## config.mk

```make
export PLATFORM = sky130hd
export DESIGN_NAME = rr_seq_multiplier
export DESIGN_NICKNAME = d
export VERILOG_FILES = /design/src/rtl/rr_seq_multiplier.sv
export SDC_FILE = /design/constraint.sdc
export NUM_CORES = 2
export LEC_CHECK = 0
export ABC_CLOCK_PERIOD_IN_PS = 11900
export CAP_MARGIN = 10
export CELL_PAD_IN_SITES_DETAIL_PLACEMENT = 0
export CELL_PAD_IN_SITES_GLOBAL_PLACEMENT = 2
export CORE_ASPECT_RATIO = 1.4
export CORE_UTILIZATION = 32
export CTS_CLUSTER_SIZE = 8
export DETAILED_ROUTE_END_ITERATION = 7
export HOLD_SLACK_MARGIN = 0.15
export MAX_ROUTING_LAYER = met4
export PLACE_DENSITY_LB_ADDON = 0.05
export SYNTH_ARGS = -nofsm -noshare
export SYNTH_HDL_FRONTEND = slang
export SYNTH_SLANG_ARGS = --single-unit
```

## constraint.sdc

```tcl
create_clock -name clk -period 11.9 [get_ports clk]
set_input_delay 1.785 -clock clk [delete_from_list [all_inputs] [get_ports clk]]
set_output_delay 1.785 -clock clk [all_outputs]
set_load 0.005 [all_outputs]
```

## src/rtl/rr_seq_multiplier.sv

```systemverilog
// Round-robin shared multiplier: one radix-2 shift-add product at a time for
// NUM_REQ requesters, returning a double-width result plus an overflow flag.
module rr_seq_multiplier #(
    parameter int WIDTH   = 64,
    parameter int NUM_REQ = 3,
    parameter int CNT_W   = $clog2(WIDTH + 1)
) (
    input  logic                       clk,
    input  logic                       rst_n,
    input  logic [NUM_REQ-1:0]         req,
    input  logic [NUM_REQ*WIDTH-1:0]   op_a,
    input  logic [NUM_REQ*WIDTH-1:0]   op_b,
    input  logic [NUM_REQ-1:0]         op_signed,
    input  logic [NUM_REQ-1:0]         ack_in,
    output logic [NUM_REQ-1:0]         grant,
    output logic [NUM_REQ-1:0]         ack_out,
    output logic                       working,
    output logic [2*WIDTH-1:0]         result,
    output logic                       overflow
);
    localparam int OW = (NUM_REQ > 1) ? $clog2(NUM_REQ) : 1;
    localparam logic [1:0] S_IDLE = 2'd0;
    localparam logic [1:0] S_BUSY = 2'd1;
    localparam logic [1:0] S_DONE = 2'd2;

    logic [1:0]         state_q, state_d;
    logic [OW-1:0]      rr_ptr_q, rr_ptr_d, owner_q, owner_d;
    logic [2*WIDTH-1:0] mcand_q, mcand_d, acc_q, acc_d, result_q, result_d;
    logic [WIDTH-1:0]   mplier_q, mplier_d;
    logic [CNT_W-1:0]   cnt_q, cnt_d;
    logic               sign_q, sign_d, signed_q, signed_d, overflow_q, overflow_d;
    logic [NUM_REQ-1:0] grant_q, grant_d, ack_q, ack_d;

    logic               found;
    logic [OW-1:0]      sel, cand;
    int                 idx;
    logic [WIDTH-1:0]   a_raw, b_raw, a_mag, b_mag;
    logic               s_sel, a_neg, b_neg;
    logic [2*WIDTH-1:0] prod;
    logic               ovf_calc;

    // First asserted request at or after rr_ptr, wrapping around.
    always_comb begin
        found = 1'b0;
        sel   = '0;
        cand  = '0;
        idx   = 0;
        for (int i = 0; i < NUM_REQ; i++) begin
            idx = int'(rr_ptr_q) + i;
            if (idx >= NUM_REQ) idx = idx - NUM_REQ;
            cand = OW'(idx);
            if (!found && req[cand]) begin
                found = 1'b1;
                sel   = cand;
            end
        end
    end

    always_comb begin
        a_raw = op_a[sel*WIDTH +: WIDTH];
        b_raw = op_b[sel*WIDTH +: WIDTH];
        s_sel = op_signed[sel];
        a_neg = s_sel & a_raw[WIDTH-1];
        b_neg = s_sel & b_raw[WIDTH-1];
        a_mag = a_neg ? (~a_raw + 1'b1) : a_raw;
        b_mag = b_neg ? (~b_raw + 1'b1) : b_raw;
        prod  = sign_q ? (~acc_q + 1'b1) : acc_q;
        if (signed_q)
            ovf_calc = !((&prod[2*WIDTH-1:WIDTH-1]) || !(|prod[2*WIDTH-1:WIDTH-1]));
        else
            ovf_calc = |prod[2*WIDTH-1:WIDTH];
    end

    always_comb begin
        state_d    = state_q;
        rr_ptr_d   = rr_ptr_q;
        owner_d    = owner_q;
        mcand_d    = mcand_q;
        mplier_d   = mplier_q;
        acc_d      = acc_q;
        cnt_d      = cnt_q;
        sign_d     = sign_q;
        signed_d   = signed_q;
        result_d   = result_q;
        overflow_d = overflow_q;
        ack_d      = ack_q;
        grant_d    = '0;
        case (state_q)
            S_IDLE: begin
                if (found) begin
                    owner_d        = sel;
                    mcand_d        = {{WIDTH{1'b0}}, a_mag};
                    mplier_d       = b_mag;
                    acc_d          = '0;
                    cnt_d          = '0;
                    sign_d         = a_neg ^ b_neg;
                    signed_d       = s_sel;
                    grant_d[sel]   = 1'b1;
                    state_d        = S_BUSY;
                end
            end
            S_BUSY: begin
                if (cnt_q == CNT_W'(WIDTH)) begin
                    result_d       = prod;
                    overflow_d     = ovf_calc;
                    ack_d[owner_q] = 1'b1;
                    state_d        = S_DONE;
                end else begin
                    if (mplier_q[0]) acc_d = acc_q + mcand_q;
                    mcand_d  = mcand_q << 1;
                    mplier_d = mplier_q >> 1;
                    cnt_d    = cnt_q + 1'b1;
                end
            end
            S_DONE: begin
                if (ack_in[owner_q]) begin
                    ack_d      = '0;
                    result_d   = '0;
                    overflow_d = 1'b0;
                    rr_ptr_d   = (owner_q == OW'(NUM_REQ - 1)) ? '0 : owner_q + 1'b1;
                    state_d    = S_IDLE;
                end
            end
            default: state_d = S_IDLE;
        endcase
    end

    always_ff @(posedge clk) begin
        if (!rst_n) begin
            state_q    <= S_IDLE;
            rr_ptr_q   <= '0;
            owner_q    <= '0;
            mcand_q    <= '0;
            mplier_q   <= '0;
            acc_q      <= '0;
            cnt_q      <= '0;
            sign_q     <= 1'b0;
            signed_q   <= 1'b0;
            result_q   <= '0;
            overflow_q <= 1'b0;
            ack_q      <= '0;
            grant_q    <= '0;
        end else begin
            state_q    <= state_d;
            rr_ptr_q   <= rr_ptr_d;
            owner_q    <= owner_d;
            mcand_q    <= mcand_d;
            mplier_q   <= mplier_d;
            acc_q      <= acc_d;
            cnt_q      <= cnt_d;
            sign_q     <= sign_d;
            signed_q   <= signed_d;
            result_q   <= result_d;
            overflow_q <= overflow_d;
            ack_q      <= ack_d;
            grant_q    <= grant_d;
        end
    end

    assign grant    = grant_q;
    assign ack_out  = ack_q;
    assign working  = (state_q != S_IDLE);
    assign result   = result_q;
    assign overflow = overflow_q;
endmodule
```

Word level (Yosys, flattened, before mapping):

Cells that the tools add are included.

* bits in registers: 470
* latch bits: 0
* memory bits (writable): 0
* ROM bits: 0
* output and inout bits: 136
* logic and storage cells: 129
* memories: 0

* add/subtract/negate cells: 11
* multipliers: 0
* divide/modulo/power cells: 0
* magnitude comparators: 10
* equal/unequal tests: 9
* shift operators: 2
* muxes and demuxes: 54
* bitwise operators: 7
* reductions and logical operators: 23

Operators by type and width (number)
* 128-bit two-way mux: 8
* 128-bit one-hot mux with 2 select lines: 3
* 192-bit by 9-bit variable part select with 64-bit output: 2
* 64-bit two-way mux: 4
* 128-bit by 1-bit adder with 128-bit output, second input constant: 1
* 128-bit adder: 1
* 64-bit by 1-bit adder with 64-bit output, second input constant: 2
* 128-bit NOT: 1
* 64-bit NOT: 2
* 64-bit one-hot mux with 2 select lines: 1
* 65-bit AND reduction: 1
* 65-bit OR reduction: 1
* 64-bit OR reduction: 1
* 2-bit two-way mux: 10
* 2-bit by 3-bit less-than comparator with 1-bit output, second input constant: 5
* 7-bit two-way mux: 2
* 7-bit one-hot mux with 2 select lines: 1
* 1-bit two-way mux: 13
* 3-bit AND reduction: 4
* 1-bit binary-select mux with 2-bit select: 5
* 2-bit inequality test, second input constant: 5
* 7-bit by 1-bit adder with 7-bit output, second input constant: 1
* 7-bit equality test, second input constant: 1
* 3-bit by 2-bit >= comparator with 1-bit output, second input constant: 2
* other kinds (23): 39

Longest topological paths before layout:

* word-level depth: 17
* mapped depth: 25
* gate-level depth less buffers: 18

Worst setup path after synthesis:

No wires, ideal clock.

* kind: input to register
* from: input port req[1]
* to: register mplier_q[54]
* library setup time: 95 ps
* data arrival time: 6627 ps
* slack: 5177 ps
* stages on the path: 23
* buffers on the path: 9
* path through: clkbuf_1 > mux2i_1 > o22ai_1 > o211ai_2 > buf_2 > buf_1 > clkbuf_1 > buf_2 > buf_2 > buf_2 > buf_1 > clkbuf_1 > nor2_1 > a21oi_1 > ha_1 > o21ai_0 > a21oi_1 > nand4_1 > or4_1 > nor4_2 > a31oi_1 > xnor2_1 > a221oi_1

* word-level cells in the longest chain between the ends: 15
* elaborated cells between the ends (all ways): 27
* classes of those cells: add/sub: 1; eq/ne: 1; shift: 1; mux: 17; bitwise: 2; reduce/logical: 5

Ends and longest elaborated chain
* start, declared: RTL line 10 `input logic [NUM_REQ-1:0] req,`
* 1-bit binary-select mux with 2-bit select: RTL line 52 `if (!found && req[cand]) begin`
* 1-bit two-way mux (implied by the code): RTL line 52
* 1-bit two-way mux: RTL line 52
* 1-bit zero test: RTL line 52
* 1-bit logical AND: RTL line 52
* 1-bit two-way mux: RTL line 52
* 1-bit zero test: RTL line 52
* 1-bit logical AND: RTL line 52
* 2-bit two-way mux: RTL line 52
* 192-bit by 9-bit variable part select with 64-bit output or 1-bit binary-select mux with 2-bit select (tied branches): RTL line 61, 62
* 64-bit NOT or 1-bit two-way mux (tied branches): RTL line 66, 62
* 64-bit by 1-bit adder with 64-bit output or 1-bit bitwise AND (tied branches): RTL line 66, 64
* 64-bit two-way mux: RTL line 66 `b_mag = b_neg ? (~b_raw + 1'b1) : b_raw;`
* 64-bit two-way mux: RTL line 90 `if (found) begin`
* 64-bit one-hot mux with 2 select lines: RTL line 88 `case (state_q)`
* end signal, assigned: RTL line 148 `mplier_q <= mplier_d;`
* end, declared: RTL line 29 `logic [WIDTH-1:0] mplier_q, mplier_d;`

Parallel ways exist; a longest one is shown, timed or not. The select of a mux whose other input is x is not followed.
A chain may end at the register's enable or synchronous reset.

Worst setup path in the final report:

* from: input port req[2]
* to: register mplier_q[58]

Same word-level chain as after synthesis.

==> impl_summary.md <==
Worst setup path
The data arrival time at the worst-slack endpoint is 8010 ps. For this run, the slowest stage of the critical path takes 700 ps. The worst-path maximum fanout is 37. STA classifies the critical path endpoint as a flop. The setup path with the least slack is of type in -> reg. The slowest stage of the critical path belongs to the cell sky130_fd_sc_hd__clkdlybuf4s50_1. The buffering stage count on the worst path with inverters included is 3.

Broken down by cell family, the worst path's largest delay share belongs to simple AND/OR/NAND/NOR gates. Walking the worst path, the cells encountered are clkdlybuf4s50_1 > nand2b_1 > and2_1 > o221a_2 > buf_4 > nor2_4 > buf_4 > mux2i_1 > nor2_1 > a21oi_1 > ha_1 > o21ai_0 > a21oi_1 > nand4_1 > or4_1 > nor4_2 > a31oi_1 > xnor2_1 > a221oi_1. The type of element launching the critical path is an input port.

The data required time at the worst endpoint is 12430 ps.

Timing
The final number of hold-violating endpoints was 0. Dividing the final minimum period by the clock period gives 62.9%. The clock period minus final worst setup slack is 7480 ps.

The achievable frequency is 134 MHz. Setup violations remaining at the end of the flow were counted as 0. At the pin with the least slew margin, the transition time is 1300 ps. The final total negative setup slack is 0 ps. Setup repair after global routing left no endpoint under its margin.

Clock skew on the completed layout was measured at 40.6 ps. The tightest slew margin relative to the limit is 12.5%. The number of slew-limit violations in the final report is 0.

Synthesis
The sequential-to-total area share from yosys stat is 26.8%. The total of warnings raised by yosys is 0. The average cell area after synthesis is 7.24 sq um. The number of unique standard cell types used by synthesis is 100. By area the synthesized netlist is led by sky130_fd_sc_hd__dfxtp_1 (27%), sky130_fd_sc_hd__a21oi_1 (7.0%), sky130_fd_sc_hd__nand2_1 (6.6%). Summed over all instances, the cell type with the most area after synthesis is sky130_fd_sc_hd__dfxtp_1. The share of flip-flops with an asynchronous set or reset is 0%.

When the netlist entered floorplanning its net count stood at 5378. The number of storage elements in the synthesis netlist is 470. Counting flops with a built-in enable in the synthesized netlist gives 0.

The synthesized design devotes to its leading area cell type 26.8% of total area. Summing every instance area after synthesis gives 35100 sq um. The dominant synthesized flop cell is sky130_fd_sc_hd__dfxtp_1.

The most common cell in the synthesized netlist is sky130_fd_sc_hd__nand2_1. Counting instances in the post-synthesis netlist gives the leading cell types as sky130_fd_sc_hd__nand2_1 (613), sky130_fd_sc_hd__nor2_1 (498), sky130_fd_sc_hd__a21oi_1 (492). The cell count after synthesis is 4847.

Clocking
Post-CTS repair changed the size of 0 cells. The CTS tree is done. The latest clock arrival within the worst-skew pair is 650 ps. After clock tree synthesis, the flow added hold-fix buffers numbering 0. The clock-pin slew on the worst setup and hold paths is 50 ps. The clock tree root driver cell is sky130_fd_sc_hd__clkbuf_16. The number of CTS-inserted buffers is 69.

The depth of the CTS H-tree is 3. The post-CTS setup buffer count is 0. The clock net in this run drives a total of 470 sinks. The maximum count of clock buffers along a single path is 3.

Global routing
The via count of the first global-routing pass is 36984. The number of antenna violations at the first check in global routing came to 6. The total overflow left after global routing is 0. Global routing consumed, over all layers together, 30.7% of the routing resources. The global-route wire length before repair is 248000 um. The pin count of the biggest net entering global routing is 174.

Flow run
The tool flagged a number of max-cap violations equal to 0.

Drt
The first-pass iteration count of the detailed router is 6. After detailed routing, the average wire length per cell comes to 25.6 um. After detailed routing, no signal wire sits above met4. The initial detailed-routing violation count is 2644.

The number of nets with antenna violations after detailed routing is 0. The detailed-route via count is 37570. The detailed-route wire length is 169000 um.

The total length of routed met2 wires is 84000 um. The per-cell via count in the routed design is 5.68. The wire length the detailed router placed on met1 is 68500 um.

The wire length on met3 is 6890 um. The final routed DRC violation total is 0.

Pwr
Summed over all nets, the switching power comes to 1.73 mW. The internal power contribution is 3.17 mW. The maximum resistive drop on vdd is 0.106 mV. The switching fraction of total power is 35.4%.

Registers are responsible for 35.1% of the overall power. Per report_power, the clock group accounts for 37.3% of the total. Summed over all cells, the static leakage comes to 16.1 nW.

For this design the ratio of total power to cell area is 113 nW/um^2. The fraction of power consumed by combinational cells is 27.6%. The power consumption is 4.90 mW.

Placement
During placement, the flow inserted port buffers numbering 530. Routability-driven placement finished with a final weighted congestion of 0.966. The placed wire-length estimate is 132000 um.

Floorplan
The count of standard-cell rows is 143. The total I/O pin count is 531. The die area is 111000 sq um. The floorplan step defined a core boundary enclosing 109000 sq um. From left edge to right edge, the die measures 282 um. The die is 394 um tall. For this configuration, the core starts out at a cell density of 32.3%.

Final layout
The relative area change from synthesis to final layout is 23.3%. Cells with a size suffix above 1 make up 4.54% of the layout. The core occupancy in the finished layout is 39.8%. The final-stage net count is 5678.

Hold path
The kind of path behind the tightest hold check is reg -> reg.

Outcome
The flow ran to the end, and the final reports show no timing, DRC or antenna violations.
state kept, by name, summed over array words and instances, names as in the netlist:
register  cells
acc_q       128
mcand_q     128
result      128
mplier_q     64
cnt_q         7
ack_out       3
grant         3
owner_q       2
rr_ptr_q      2
state_q       2
overflow      1
sign_q        1
signed_q      1
cells by family (layout without fill, tap and decap cells):
logic type	Yosys count	count (layout)	synth area share, %
AND/OR/NAND/NOR	1806	1806	24.2
multiplexers	89	89	2.56
other	0	3	0
XOR/XNOR	360	360	8.99
adder cells (fa/ha/maj)	136	136	4.87
flip-flops	470	470	26.8
buffers and inverters	415	726	4.68
AO/OA/AOI/OAI	1571	1571	27.9
metrics by stage:
stage                     setup slack [ps]  cells  hold slack [ps]  instance area (sq um)
after CTS                             4580   6608              465                  43200
after detailed placement              3920   6526              458                  41400
final                                 4420   6611              462                  43200
after floorplan                       5180   4847              435                  35100
after global routing                  4210   6610              480                  43200
after global placement                4090   6526              454                  41400
path summary, 6_finish.rpt:
| kind | depth (start not counted) | end | start | slack (ps) |
|---|---|---|---|---|
| worst max-delay path | 19 | mplier_q[58]$_SDFFE_PN0P_ | req[2] | 4420 |
| worst min-delay path | 2 | result[4]$_SDFFE_PN0P_ | result[4]$_SDFFE_PN0P_ | 460 |
| worst max register to register | 20 | mplier_q[58]$_SDFFE_PN0P_ | rr_ptr_q[0]$_SDFFE_PN0P_ | 5210 |
| worst min register to register | 2 | result[4]$_SDFFE_PN0P_ | result[4]$_SDFFE_PN0P_ | 460 |
tightest hold or removal path: cells and delay by family, from the launching register on:
family | cells | cell delay [ps]
AO/OA/AOI/OAI | 1 | 50
AND/OR/NAND/NOR | 1 | 60
flip-flops | 1 | 300
routing by layer:
| layer | GRT usage (%) | vias up |
|---|---|---|
| met1 | 35.0 | 17839 |
| met3 | 3.02 | 268 |
| li1 | - | 18278 |
| met5 | - | - |
| met4 | 16.1 | 0 |
| met2 | 52.5 | 1185 |
layout make-up:
| type | count | area, sq um |
|---|---|---|
| Clock inverter | 8 | 109 |
| Fill cell | 11512 | 65400 |
| Timing Repair Buffer | 587 | 5750 |
| Multi-Input combinational cell | 3962 | 24200 |
| Clock buffer | 74 | 1760 |
| Antenna cell | 3 | 7.51 |
| Sequential cell | 470 | 9410 |
| Tap cell | 1450 | 1810 |
| Inverter | 57 | 221 |
cell usage in the layout (no fill, tap or decap), types with 34 or more instances in the layout:
master / instances
sky130_fd_sc_hd__or3_1: 59
sky130_fd_sc_hd__nor3_1: 77
sky130_fd_sc_hd__dfxtp_1: 469
sky130_fd_sc_hd__nand2_1: 610
sky130_fd_sc_hd__buf_4: 55
sky130_fd_sc_hd__or4_1: 42
sky130_fd_sc_hd__clkbuf_16: 69
sky130_fd_sc_hd__ha_1: 135
sky130_fd_sc_hd__a21oi_1: 492
sky130_fd_sc_hd__clkdlybuf4s50_1: 529
sky130_fd_sc_hd__nand3_1: 193
sky130_fd_sc_hd__mux2i_1: 84
sky130_fd_sc_hd__nor2_1: 494
sky130_fd_sc_hd__xnor2_1: 203
sky130_fd_sc_hd__a221oi_1: 38
sky130_fd_sc_hd__a22oi_1: 90
sky130_fd_sc_hd__nand4_1: 69
sky130_fd_sc_hd__o31ai_1: 59
sky130_fd_sc_hd__inv_1: 55
sky130_fd_sc_hd__a31oi_1: 129
sky130_fd_sc_hd__xor2_1: 157
sky130_fd_sc_hd__a21o_1: 63
sky130_fd_sc_hd__o21ai_0: 387
sky130_fd_sc_hd__nor4_1: 52
sky130_fd_sc_hd__a211oi_1: 34
power by group through the flow:
stage          Combinational (mW)  Sequential (mW)  Clock, mW
6_report                     1.35             1.72       1.83
5_1_grt                      1.45             1.73       1.93
4_1_cts                      1.35             1.72       1.88
3_5_place_dp                 1.35             1.75          0
3_3_place_gp                 1.35             1.75          0
2_1_floorplan               0.809             1.71          0
Power figures use the tool's default switching activity.
